### config.mk
export PLATFORM = sky130hd
export DESIGN_NAME = sipo_packer
export DESIGN_NICKNAME = d
export VERILOG_FILES = /design/src/rtl/sipo_packer.sv
export SDC_FILE = /design/constraint.sdc
export NUM_CORES = 2
export LEC_CHECK = 0
export CAP_MARGIN = 15
export CORE_AREA = 2 2 271 273
export CTS_CLUSTER_DIAMETER = 80
export DETAILED_ROUTE_END_ITERATION = 7
export DIE_AREA = 0 0 273 275
export PLACE_DENSITY = 0.79
export SKIP_LAST_GASP = 1
export SLEW_MARGIN = 20
export SYNTH_ARGS = -nofsm -noshare
export SYNTH_HDL_FRONTEND = slang
export SYNTH_SLANG_ARGS = --single-unit
### constraint.sdc
create_clock -name clk -period 41.8 [get_ports clk]
set_input_delay 8.36 -clock clk [delete_from_list [all_inputs] [get_ports clk]]
set_output_delay 8.36 -clock clk [all_outputs]
set_load 0.05 [all_outputs]
### src/rtl/sipo_packer.sv
// rtl/sipo_packer.sv - packs sixteen 32-bit show-ahead FIFO words into one 512-bit sink FIFO word
// Partial words are padded and emitted on explicit flush or after an idle timeout.
module sipo_packer #(
    parameter int          TIMEOUT = 1024,
    parameter logic [31:0] PAD     = 32'h0000_0000
) (
    input  logic         clk,
    input  logic         rst,
    input  logic         rd_empty,
    output logic         rd_en,
    input  logic [31:0]  rd_data,
    input  logic         wr_full,
    output logic         wr_en,
    output logic [511:0] wr_data,
    input  logic         flush,
    output logic         busy,
    output logic [15:0]  flush_cnt
);
    localparam int IW = (TIMEOUT > 0) ? $clog2(TIMEOUT + 1) : 1;
    localparam logic [IW-1:0] IDLE_MAX = IW'(TIMEOUT);

    logic [511:0] acc;
    logic [511:0] out_reg;
    logic [511:0] padded;
    logic [3:0]   idx;
    logic         out_vld;
    logic         flush_pend;
    logic [IW-1:0] idle;
    logic [IW-1:0] idle_n;
    logic         idx_nz;
    logic         last_lane;
    logic         out_free;
    logic         serve;
    logic         timeout_hit;

    assign idx_nz    = (idx != 4'd0);
    assign last_lane = (idx == 4'd15);
    assign out_free  = ~out_vld | ~wr_full;
    assign rd_en     = ~rd_empty & ~(flush_pend & idx_nz) & (~last_lane | out_free);
    assign serve     = flush_pend & idx_nz & out_free;
    assign wr_en     = out_vld & ~wr_full;
    assign wr_data   = out_reg;
    assign busy      = idx_nz | out_vld | flush_pend;

    // Lanes at or above idx hold stale data from an earlier word, so they are overwritten.
    always_comb begin
        padded = acc;
        for (int k = 0; k < 16; k++) begin
            if (5'(k) >= {1'b0, idx}) begin
                padded[32*k +: 32] = PAD;
            end
        end
    end

    always_comb begin
        idle_n = idle;
        if ((TIMEOUT == 0) || rd_en || serve || !idx_nz) begin
            idle_n = '0;
        end else if (idle != IDLE_MAX) begin
            idle_n = idle + IW'(1);
        end
    end

    // Raising the request on the same edge idle saturates keeps the serve at TIMEOUT+1 cycles.
    assign timeout_hit = (TIMEOUT != 0) && (idle_n == IDLE_MAX) && idx_nz;

    always_ff @(posedge clk or posedge rst) begin
        if (rst) begin
            acc        <= '0;
            out_reg    <= '0;
            idx        <= 4'd0;
            out_vld    <= 1'b0;
            flush_pend <= 1'b0;
            idle       <= '0;
            flush_cnt  <= 16'd0;
        end else begin
            idle <= idle_n;

            if (rd_en) begin
                acc[{idx, 5'b0} +: 32] <= rd_data;
                if (last_lane) begin
                    out_reg <= {rd_data, acc[479:0]};
                    idx     <= 4'd0;
                end else begin
                    idx <= idx + 4'd1;
                end
            end else if (serve) begin
                out_reg <= padded;
                idx     <= 4'd0;
                if (flush_cnt != 16'hFFFF) begin
                    flush_cnt <= flush_cnt + 16'd1;
                end
            end

            if ((rd_en && last_lane) || serve) begin
                out_vld <= 1'b1;
            end else if (wr_en) begin
                out_vld <= 1'b0;
            end

            if (serve) begin
                flush_pend <= 1'b0;
            end else if (flush || timeout_hit) begin
                flush_pend <= 1'b1;
            end else if (!idx_nz) begin
                flush_pend <= 1'b0;
            end
        end
    end
endmodule

---- Word-level counts from Yosys, hierarchy flattened ----
Cells that the tools add are included.
operators by class
  magnitude comparators ................... 15
  $add $sub $neg .......................... 4
  multiplexer cells ....................... 29
  reductions and logical operators ........ 12
  bitwise logic cells ..................... 15
  shift-type cells ........................ 2
  equality and inequality tests ........... 6
operators with widths
  cell                                                               number
  two-way mux 512 bit                                                3
  bitwise mux 512 bit                                                1
  variable shift 32 x 11 -> 512 bit (first input constant)           1
  variable part select 32 x 11 -> 512 bit                            1
  two-way mux 32 bit                                                 15
  greater-or-equal comparator 4 bit (first input constant)           7
  two-way mux 11 bit                                                 2
  adder 16 x 1 -> 16 bit (second input constant)                     1
  greater-or-equal comparator 3 x 4 -> 1 bit (first input constant)  4
  inequality test 16 bit (second input constant)                     1
  two-way mux 4 bit                                                  3
  adder 11 x 1 -> 11 bit (second input constant)                     1
  == test 11 bit (second input constant)                             1
  inequality test 11 bit (second input constant)                     1
  negation 9 -> 11 bit                                               1
  greater-or-equal comparator 1 x 4 -> 1 bit (first input constant)  2
  greater-or-equal comparator 2 x 4 -> 1 bit (first input constant)  2
  inverter 1 bit                                                     6
  AND 1 bit                                                          5
  two-way mux 1 bit                                                  5
  adder 4 x 1 -> 4 bit (second input constant)                       1
  == test 4 bit (second input constant)                              1
  logical OR 1 bit                                                   4
  OR 1 bit                                                           4
  8 further kinds                                                    10
word-level totals
  output and inout port bits .............. 531
  flip-flop bits (word level) ............. 1,057
  bits of input ports ..................... 37

---- Depth between registers and ports, before layout ----
  depth in word-level cells ............... 13
  mapped depth ............................ 12
  depth with buffers taken out ............ 8

---- Worst setup path before layout ----
No wires, ideal clock.
  kind .................................... input port to output port
  start ................................... input port wr_full
  end ..................................... output port rd_en
  required time ........................... 33.440 ns
  cell stages on the path ................. 5
  data arrival time ....................... 9.240 ns
  slack ................................... 24.200 ns
  cells stage by stage .................... and2_1 -> clkbuf_1 -> a221o_1 -> inv_2 -> buf_6
between the ends
  longest elaborated chain between the ends .. 4
RTL lines
  what                RTL line  source
  start: declaration  12        input logic wr_full,
  inverter 1 bit      38        assign out_free = ~out_vld | ~wr_full;
  OR 1 bit            38
  OR 1 bit            39        assign rd_en = ~rd_empty & ~(flush_pend & idx_nz) & (~last_lane | out_free);
  AND 1 bit           39
  end: declaration    10        output logic rd_en,
No other way between the ends.

---- Worst setup path after layout ----
Ends and elaborated chain as after synthesis.

==> results.md <==
* I/O pins at 568
* Number of nets produced by synthesis at approximately 2800
* CTS Hold Bufs at 0
* Clock tree sinks at 1025
* Fin crit share at 0.464
* Synth Warn # at 0
* Ranking of synthesized cells by area: sky130_fd_sc_hd__dfrtp_1 66%, sky130_fd_sc_hd__mux2_2 10%, sky130_fd_sc_hd__a22o_1 10%
* Internal reg-to-reg setup slack at between 30 and 40 ns
* Path length in cells of the critical path at 5
* Post-synthesis register bit count at 1025
* Simple-gate portion of the synthesized area at 0.0523
* Nature of the critical path endpoint: primary output
* Reg2Reg Launch Point: idx[1]$_DFFE_PP0P_
* Top-area cell type share of the netlist area at 0.662
* Power per standard cell area at 70.5 nW/um^2
* GRT Util Overall at 0.308
* Initial standard-cell utilization of the core at 0.536
* Vias/cell at 6.06
* Maximum number of pins on one net before global-route repair at 220
* Number of hold-slack violations in the final timing report at 0
* Reg-to-reg endpoint: wr_data[401]$_DFFE_PP0P_
* Core Box Area at a little over 70000 um^2
* Register area share after synthesis at 0.662
* Classification of the worst-slack hold path: reg -> reg
* HPWL after detailed placement at 73500 um
* Largest driver fanout on the critical path at 12
* Setup violation total in the final timing report at 0
* Post-route design area at 48600 um^2
* Slowest cell on the critical path: sky130_fd_sc_hd__clkdlybuf4s50_1
* Die Y-Extent at 275 um
* Post-CTS setup repair buffer count at 0
* Clk Tree Root Cell: sky130_fd_sc_hd__clkbuf_16
* TritonRoute pass-1 iters at 5
* Most numerous cell on the critical path: sky130_fd_sc_hd__clkdlybuf4s50_1
* Largest delay contributor family on the critical path: buffers and inverters
* Maximum operating frequency at 0.0515 GHz
* Die Width at approximately 270 um
* Cell area after placement at 45200 um^2
* Most common library cells after synthesis: 1025 x sky130_fd_sc_hd__dfrtp_1, 448 x sky130_fd_sc_hd__a22o_1, 354 x sky130_fd_sc_hd__mux2_2
* Number of fillers in the final layout at 4927
* Pre-CTS setup slack at 22.44 ns
* Critical path endpoint: rd_en
* CP Cell Sequence: clkdlybuf4s50_1 > and2_1 > a221o_1 > inv_2 > clkdlybuf4s50_1
* Post-cts gate resize count at 0
* Detail-routed net length per standard cell at between 20 and 30 um
* Transition at the pin with the smallest max-transition slack at 1.21 ns
* WP data arrival at 11.05 ns
* Detailed-route via count at 25910
* Most instantiated library cell after synthesis: sky130_fd_sc_hd__dfrtp_1
* Portion of netlist area occupied by mux cells at 0.134
* Fraction of layout cells with a size suffix above 1 at 0.189
* Crit Path Class: in -> out
* Max rail drop VDD at 0.0505 mV
* H-tree levels at 3
* Required time at the worst-slack endpoint at roughly 33 ns
* CTS tree: yes
* Detail Route Antenna Nets at 0
* Remaining max-slew budget at the tightest pin at 0.191
* Leakage at about 23 nW
* Starting DRT DRC Count at around 2400
* Clock insertion delay at the later pin of the skew report at 0.66 ns
* Congestion Overflow GR at 0
* Post-synthesis xor/xnor area fraction at 0.00610
* Antenna violations before repair at 15
* Synth unique cells at 52
* Count of pins over their slew limit at 0
* FP Rows at 99
* Global-route wire length before repair at 173000 um
* Worst clock skew on the final layout at 0.0260 ns
* RSZ-0062 raised after global routing: no
* Delay of the slowest cell on the worst path at 0.83 ns
* Full die area at 75100 um^2
* CP startpoint: wr_full
* Synthesized-area fraction occupied by ao, oa, aoi and oai cells at 0.117
* Cell taking the most area after synthesis: sky130_fd_sc_hd__dfrtp_1
* Startpoint kind of the worst setup timing path: primary input
* Clock period minus worst slack at between 15 and 20 ns
* Async set-reset flop share out of synthesis at 1.00
* Final critical-path setup slack at 22.39 ns
* EDFF count, synth at 0
* Total clock buffers created by CTS at 100
* Via count of the first global-routing pass at roughly 27000
* Max Root-Sink Buffers at 3
* Weighted congestion at the end of routability-driven global placement at 0.871
* Clock slew at the register clock pins of the worst setup and hold paths at 0.06 ns
* Total Power Consumption at 3.43 mW
* Layout Area Growth over Synthesis at 25.4%
* DRC violation count after routing at 0
* Dominant register cell in the synthesized netlist: sky130_fd_sc_hd__dfrtp_1
* Max_cap viols at 0
* Area of the mapped netlist at 38800 um^2
* Count of port buffers added during placement at 567
* Total negative slack for setup checks at 0 ns
* Cells on worst reg2reg path at 8
* Result of the run: completed
* Total detailed-routing wirelength at 117000 um
* Final nets at 3275
* Crit path buf inv count at 3
* Largest family of logic cells by synthesized area: multiplexers
* Avg Synthesized Cell Area at 14.2 um^2
* Post-synthesis adder-cell area fraction at 0.00258
* Synthesized instance count at 2736
[cells in the final DEF (no fill, tap or decap), types with 6 or more instances in the layout]
cell	count
sky130_fd_sc_hd__a21oi_1	7
sky130_fd_sc_hd__a21oi_4	7
sky130_fd_sc_hd__a22o_1	448
sky130_fd_sc_hd__and2_1	40
sky130_fd_sc_hd__and3_1	39
sky130_fd_sc_hd__buf_4	36
sky130_fd_sc_hd__clkbuf_1	25
sky130_fd_sc_hd__clkbuf_16	101
sky130_fd_sc_hd__clkbuf_8	28
sky130_fd_sc_hd__clkdlybuf4s50_1	565
sky130_fd_sc_hd__clkinv_2	16
sky130_fd_sc_hd__dfrtp_1	1025
sky130_fd_sc_hd__diode_2	6
sky130_fd_sc_hd__ha_1	8
sky130_fd_sc_hd__mux2_1	66
sky130_fd_sc_hd__mux2_2	354
sky130_fd_sc_hd__mux2_4	30
sky130_fd_sc_hd__nand2_1	242
sky130_fd_sc_hd__nand3_1	18
sky130_fd_sc_hd__nand4_1	9
sky130_fd_sc_hd__nor2_1	46
sky130_fd_sc_hd__nor2_4	9
sky130_fd_sc_hd__nor3_1	10
sky130_fd_sc_hd__o21ai_0	72
sky130_fd_sc_hd__xnor2_1	21
sky130_fd_sc_hd__xor2_1	6
[how the worst min path moves through the flow]
| stage | start | to | slack (ns) | cells past startpoint |
|---|---|---|---|---|
| 5_1_grt | acc[8]$_DFFE_PP0P_ | wr_data[8]$_DFFE_PP0P_ | 0.49 | 2 |
| 2_1_floorplan | acc[0]$_DFFE_PP0P_ | wr_data[0]$_DFFE_PP0P_ | 0.44 | 2 |
| 3_5_place_dp | acc[23]$_DFFE_PP0P_ | wr_data[23]$_DFFE_PP0P_ | 0.46 | 2 |
| 6_report | wr_data[19]$_DFFE_PP0P_ | wr_data[19]$_DFFE_PP0P_ | 0.47 | 2 |
| 4_1_cts | wr_data[8]$_DFFE_PP0P_ | wr_data[8]$_DFFE_PP0P_ | 0.47 | 2 |
| 3_3_place_gp | wr_data[15]$_DFFE_PP0P_ | wr_data[15]$_DFFE_PP0P_ | 0.45 | 2 |
[state kept, by name, indices dropped and copies added, names as in the netlist]
register	cells
idx	4
out_vld	1
flush_cnt	16
wr_data	512
flush_pend	1
acc	480
idle	11
[metal layers]
metal / vias up / part of all wire / global-route usage
li1: 10790 / - / -
met1: 13544 / 0.38 / 0.396
met2: 1265 / 0.47 / 0.484
met3: 309 / 0.095 / 0.0899
met4: 2 / 0.049 / 0.145
met5: - / 0.00011 / 0
[stage by stage]
stage,cells,hold WS (ns),util
3_3_place_gp,4082,0.452,0.625
3_5_place_dp,4084,0.461,0.625
2_1_floorplan,2736,0.439,-
5_1_grt,4273,0.495,0.672
6_report,4275,0.468,0.672
4_1_cts,4266,0.475,0.671
[kinds of logic (layout without fill, tap and decap cells)]
kind of cell               Yosys count  count (layout)
adders and majority gates            8               8
other                                0               6
muxes                              450             450
AOI/OAI and AO/OA                  552             552
buffers and inverters              230             804
xor gates and xnor gates            27              27
and+or+nand+nor                    444             444
DFF                               1025            1025
[layout make-up]
cell class	count	area, um^2	area share
clock buffers	154	3010	0.0618
clock inverters	28	282	0.00579
inverters	7	33.8	0.000695
diodes	6	15.0	0.000309
flip-flops and latches	1025	25600	0.528
well taps	959	1200	0.0247
repair buffers	615	6160	0.127
multi-input cells	1481	12300	0.252
[worst reg2reg max path: stages, from the launching register on]
cell	delay, ns
sky130_fd_sc_hd__dfrtp_1	0.54
sky130_fd_sc_hd__inv_1	0.21
sky130_fd_sc_hd__ha_1	0.21
sky130_fd_sc_hd__or3b_1	0.52
sky130_fd_sc_hd__nand3_1	0.31
sky130_fd_sc_hd__o31a_2	0.59
sky130_fd_sc_hd__buf_6	0.64
sky130_fd_sc_hd__buf_4	0.94
sky130_fd_sc_hd__a22o_1	0.35
[power breakdown]
part           internal [mW]  switching, mW  total [mW]
combinational          0.379          0.794        1.17
clock                  0.509          0.386       0.895
sequential              1.21          0.147        1.36
Power figures use the tool's default switching activity.
